==> config.mk <==
export PLATFORM = sky130hd
export DESIGN_NAME = comporta_fd
export DESIGN_NICKNAME = d
export VERILOG_FILES = /design/src/rtl/comporta_fd.sv
export SDC_FILE = /design/constraint.sdc
export NUM_CORES = 1
export LEC_CHECK = 0
export CORE_MARGIN = 2
export CORE_UTILIZATION = 62
export DETAILED_ROUTE_END_ITERATION = 6
export HOLD_SLACK_MARGIN = 0.15
export PLACE_DENSITY = 0.82
export RECOVER_POWER = 100
export SLEW_MARGIN = 10
export SYNTH_ARGS = -nofsm -noshare
export SYNTH_HDL_FRONTEND = slang
export SYNTH_SLANG_ARGS = --single-unit
==> constraint.sdc <==
create_clock -name clock -period 4.28 [get_ports clock]
set_input_delay 0.428 -clock clock [delete_from_list [all_inputs] [get_ports clock]]
set_output_delay 0.428 -clock clock [all_outputs]
set_load 0.005 [all_outputs]
==> src/rtl/comporta_fd.sv <==
// Gate datapath: bounded auto-reversing position counter, step interval timer and servo PWM.
// Define COMPORTA_FD_DEBUG_EN to expose position, direction and timer on debug ports.
module comporta_fd #(
    parameter int N_POS           = 8,
    parameter int INTERVAL_CYCLES = 25_000_000,
    parameter int PWM_PERIOD      = 1_000_000,
    parameter int PULSE_MIN       = 50_000,
    parameter int PULSE_STEP      = 7_000,
    localparam int PW = $clog2(N_POS),
    localparam int TW = $clog2(INTERVAL_CYCLES)
) (
    input  logic          clock,
    input  logic          reset,
    input  logic          zeraUpdown,
    input  logic          zeraIntervalo,
    input  logic          contaUpdown,
    input  logic          contaIntervalo,
    output logic          inicioPosicao,
    output logic          fimPosicao,
    output logic          fimContadorIntervalo,
`ifdef COMPORTA_FD_DEBUG_EN
    output logic          pwm,
    output logic [PW-1:0] dbPosicao,
    output logic [0:0]    dbSentido,
    output logic [TW-1:0] dbIntervalo
`else
    output logic          pwm
`endif
);

    localparam int AW = $clog2(PWM_PERIOD);

    typedef enum logic {
        UP   = 1'b0,
        DOWN = 1'b1
    } sentido_t;

    logic [PW-1:0] posicao;
    sentido_t      sentido;
    logic [TW-1:0] intervalo;
    logic [AW-1:0] frameCnt;
    logic [AW-1:0] largura;
    logic [AW-1:0] larguraNext;

    assign inicioPosicao        = (posicao == '0);
    assign fimPosicao           = (posicao == PW'(N_POS - 1));
    assign fimContadorIntervalo = (intervalo == TW'(INTERVAL_CYCLES - 1));

    // Bounds take precedence over the stored direction so the counter never wraps.
    always_ff @(posedge clock or posedge reset) begin
        if (reset) begin
            posicao <= '0;
            sentido <= UP;
        end else if (zeraUpdown) begin
            posicao <= '0;
            sentido <= UP;
        end else if (contaUpdown) begin
            if (fimPosicao) begin
                posicao <= posicao - PW'(1);
                sentido <= DOWN;
            end else if (inicioPosicao) begin
                posicao <= posicao + PW'(1);
                sentido <= UP;
            end else if (sentido == UP) begin
                posicao <= posicao + PW'(1);
            end else begin
                posicao <= posicao - PW'(1);
            end
        end
    end

    always_ff @(posedge clock or posedge reset) begin
        if (reset) begin
            intervalo <= '0;
        end else if (zeraIntervalo || contaUpdown) begin
            intervalo <= '0;
        end else if (contaIntervalo) begin
            if (fimContadorIntervalo) begin
                intervalo <= '0;
            end else begin
                intervalo <= intervalo + TW'(1);
            end
        end
    end

    always_comb begin
        larguraNext = AW'(PULSE_MIN) + AW'(posicao) * AW'(PULSE_STEP);
    end

    // Width is only sampled on the last frame cycle, so a move never alters the frame in flight.
    always_ff @(posedge clock or posedge reset) begin
        if (reset) begin
            frameCnt <= '0;
            largura  <= AW'(PULSE_MIN);
            pwm      <= 1'b0;
        end else begin
            pwm <= (frameCnt < largura);
            if (frameCnt == AW'(PWM_PERIOD - 1)) begin
                frameCnt <= '0;
                largura  <= larguraNext;
            end else begin
                frameCnt <= frameCnt + AW'(1);
            end
        end
    end

`ifdef COMPORTA_FD_DEBUG_EN
    assign dbPosicao   = posicao;
    assign dbSentido   = sentido;
    assign dbIntervalo = intervalo;
`endif

endmodule

After elaboration in Yosys (flattened, before gate mapping)
Index checks and enable logic that the tools add are counted.
Widths: inputs -> output; s select.
Operators by class
  add/sub/neg operators: 5
  multiply operators: 1
  reduce and logical (&&, ||, !) cells: 6
  order comparisons: 1
  eq/ne operators: 3
  muxes and demuxes: 13
Operators with widths (count)
  $mux 25: 3
  $add 25x1->25 const B: 1
  $eq 25x25->1 const B: 1
  $add 20x1->20 const B: 1
  $eq 20x20->1 const B: 1
  $lt 20x20->1: 1
  $mux 20: 1
  $add 16x16->17 const A: 1
  $mux 3: 5
  $mul 3x10->13 const B: 1
  $mux 1: 4
  $reduce_bool 2->1: 2
  $add 3x1->3 const B: 1
  $eq 3x3->1 const B: 1
  $logic_not 3->1: 1
  $reduce_bool 3->1: 1
  $sub 3x1->3 const B: 1
  $reduce_and 2->1: 1
  $logic_or 1x1->1: 1
Word-level totals
  register bits after elaboration: 70
  input port bits: 6
  output and inout port bits: 4
  logic and storage cells: 35

Logic depth before layout (Yosys ltp)
  word-level depth: 6
  gate-level depth with buffers: 14

Least setup slack after synthesis
Ideal clock, no wire load.
  path kind: reg2reg
  start: register posicao[1]
  end: register largura[16]
  required time: 4.202 ns
  library setup time: 0.078 ns
  arrival: 3.245 ns
  clock period less this slack: 3.323 ns
  setup slack: 0.957 ns
  cell stages (with the launch flop): 15
  cells stage by stage: dfrtp_1 buf_2 inv_1 ha_1 inv_1 ha_1 fa_1 buf_2 and4b_1 a211oi_1 mux2_2 a21oi_1 nand4_1 and4_1 a21oi_1
On the way
  cells in the longest elaborated chain, start to end: 2
RTL lines
  start: declaration: line 38  | logic [PW-1:0] posicao;
  start signal: assignment: line 59  | posicao <= posicao - PW'(1);
  start signal: assignment: line 62  | posicao <= posicao + PW'(1);
  start signal: assignment: line 65  | posicao <= posicao + PW'(1);
  $mul 3x10->13: line 87  | larguraNext = AW'(PULSE_MIN) + AW'(posicao) * AW'(PULSE_STEP);
  $add 16x16->17: line 87
  end signal: assignment: line 94  | largura <= AW'(PULSE_MIN);
  end signal: assignment: line 100  | largura <= larguraNext;
  end: declaration: line 42  | logic [AW-1:0] largura;
No other way between the ends.
A chain may end at the register's enable or synchronous reset.

Worst setup path after layout
  start: register posicao[1]
  end: register largura[14]
Same word-level chain as after synthesis.

==> qor.yml <==
run_status:
  status: "finished, final reports clean"
floorplan:
  ios: 10
  die-area_um2: 7290
  fp.dieH_um: 85.4
  num_rows: 29
  start_util_pct: 64.3
  fp.coreArea_um2: 6390
  die_w_um: 85.4
flow_run:
  drv_cap: 0
routing:
  post_drt_wl_per_cell_um: 14.8
  vias: 3188
  drt_wl_total_um: 7940
  ant_nets: 0
  drtIter0Drc: 137
  vias_per_cell: 5.94
  drc_errors: 0
  dr.pass1.iters: 4
yosys:
  synth_area_leaders: "dfrtp_1 35%, ha_1 8.2%, xor2_1 5.3%, xnor2_1 4.7%, nor2_1 4.6%"
  synth_nets: 484
  yosys.cell_types.count: 65
  synth-edff-count: 0
  synth_warnings: 0
  synth_commonest_cells: "58 x dfrtp_1, 50 x nor2_1, 39 x nand2_1"
  ys_ff_latch: 64
  synthDominantCellAreaShare_pct: 35.3
  yosysMostFrequentCell: "dfrtp_1"
  seq_area_frac_synth_pct: 39.2
  synth_flop_cell: "dfrtp_1"
  synth_area_per_cell_um2: 9.13
  netlist_instances: 450
  syn_area_um2: 4110
  synth_top_cell_by_area: "dfrtp_1"
  async_flop_share_pct: 100
clocking:
  clkTransAtPathRegs_ns: 0.06
  cts_buffer_depth: 2
  cts_tree: "done"
  cts_root_buf: "clkbuf_8"
  cts_hold_buf: 0
  clock_latency_ns: 0.34
  ctsResizeCount: 0
  cts.sinks: 64
  cts_setup_buffers: 0
  h-tree-depth: 3
  numCtsBuffers: 9
sta:
  hold_ws_ns: 0.482
  fin_ws_ns: 0.520
  rsz0062_at_grt: "no"
  slew_violations: 0
  setup_tns_ns: 0
  min_period_over_period_pct: 87.8
  worstMarginPinSlew_ns: 1.46
  finalSetupViolations: 0
  fmax_mhz: 266
  hold_viol_final: 0
  maxSlewHeadroom_pct: 2.76
  min_period_ns: 3.76
  skew_ns: 0.00748
setup_path:
  crit_buf_inv: 2
  startpoint_type: "flop"
  crit_chain: "inv_1 -> ha_1 -> inv_1 -> ha_1 -> fa_1 -> and4b_1 -> a211oi_1 -> mux2_1 -> a21oi_1 -> nand4_1 -> xnor2_1 -> o21ai_0"
  cp_top_family: "adder cells"
  cp_slowest_cell: "dfrtp_1"
  critPathMaxFanout: 13
  required_ns: 4.53
  crit_type: "reg -> reg"
  crit_path_max_incr_delay_ns: 0.61
  endpoint_kind: "flop"
  cp.arrival_ns: 4.01
grt:
  grt_pass1_vias: 3104
  grt_start_max_net_pins: 37
  overflow: 0
  grt_pass1_wl_um: 14400
  grt.total_usage_pct: 24.3
  antenna_found_initial: 0
power_and_ir_drop:
  intPower_w: 0.000965
  clkPwrFrac_pct: 40.8
  power_leakage_nw: 1.99
  ir_drop_mv: 0.312
  p_switching_w: 0.000332
  swShare_pct: 25.6
  p_per_area_nw_per_um2: 293
  p_comb_share_pct: 11.9
  power_frac_seq_pct: 47.4
placement:
  numPortBuffers: 9
  gp_congestion: 0.932
  post-place-ws_ns: 0.560
  dpl.hpwl_um: 5840
cells_and_area:
  diodes: 0
  syn2layout_area_growth_pct: 7.89
  post-route-util_pct: 69.4
  drive_gt1_share_pct: 6.74
  nNetsFinal: 489
worst_hold_path:
  hp-class: "reg -> reg"
==> layout make-up <==
type	count	area (um2)
multi-input combinational	348	2340
sequential	64	1610
timing repair buffer	12	105
fill	503	1960
clock buffer	11	151
inverter	20	75.1
tap	77	96.3
clock inverter	5	55.1
==> cell families after synthesis <==
kind of cell / Yosys count / synth area share (%)
buf+inv: 38 / 3.78
fa+ha+maj: 28 / 8.71
mux: 3 / 0.762
flops: 64 / 39.2
compound gates: 82 / 13.6
simple gates: 187 / 23.6
xor+xnor: 48 / 10.4
==> worst register-to-register path: stages (launching register included) <==
cell	delay (ns)
dfrtp_1	0.61
inv_1	0.17
ha_1	0.31
inv_1	0.04
ha_1	0.29
fa_1	0.56
and4b_1	0.29
a211oi_1	0.26
mux2_1	0.38
a21oi_1	0.26
nand4_1	0.18
xnor2_1	0.17
o21ai_0	0.17
==> sequential cells by signal, summed over array words and instances (netlist names) <==
name	flops
pwm	1
frameCnt	20
posicao	3
intervalo	25
sentido	1
largura	14
==> through the flow <==
step                      total power (W)  instances  instance area [um2]
after floorplan                  0.000745        450                 4110
after global placement           0.000779        521                 4250
after detailed placement         0.000782        521                 4250
after CTS                         0.00131        537                 4450
after global routing              0.00136        537                 4430
final                             0.00130        537                 4430
==> worst paths after layout <==
path,slack (ns),endpoint,cells after the start,startpoint
setup / recovery,0.52,largura[14],12,posicao[1]
hold / removal,0.48,largura[9],2,largura[9]
setup reg to reg,0.52,largura[14],12,posicao[1]
hold reg to reg,0.48,largura[9],2,largura[9]
max in group asynchronous,1.39,largura[16],3,reset
min in group asynchronous,0.92,intervalo[16],2,reset
==> routing by layer <==
| metal | global-route usage (%) | vias to the layer above | part of all wire (%) |
|---|---|---|---|
| li1 | - | 1582 | - |
| met1 | 33.4 | 1546 | 48 |
| met2 | 38.9 | 51 | 47 |
| met3 | 5.54 | 9 | 3.6 |
| met4 | 6.64 | 0 | 1.2 |
| met5 | 0 | - | 0 |
==> power groups by stage <==
stage	Combinational (W)	Clock [W]	Sequential, W
5_1_grt	0.000177	0.000567	0.000615
4_1_cts	0.000158	0.000542	0.000614
2_1_floorplan	0.000122	0	0.000623
6_report	0.000154	0.000529	0.000614
3_3_place_gp	0.000153	0	0.000625
3_5_place_dp	0.000157	0	0.000626
==> cells in the final DEF, fill, tap and decap left out, types with 6 or more instances in the layout <==
| cell | Yosys | routed |
|---|---|---|
| o31ai_1 | 7 | 7 |
| nor2b_1 | 11 | 11 |
| nand3_1 | 20 | 20 |
| nor2_1 | 50 | 50 |
| a21oi_1 | 10 | 10 |
| inv_1 | 20 | 20 |
| and3_1 | 16 | 16 |
| nand4_1 | 7 | 7 |
| dfrtp_1 | 58 | 58 |
| xnor2_1 | 22 | 22 |
| dlygate4sd3_1 | 0 | 6 |
| xor2_1 | 25 | 25 |
| a21o_1 | 6 | 6 |
| o21ai_0 | 21 | 25 |
| nand2_1 | 39 | 39 |
| nor3_1 | 8 | 7 |
| clkbuf_8 | 0 | 11 |
| ha_1 | 27 | 27 |
Power figures use the tool's default switching activity.
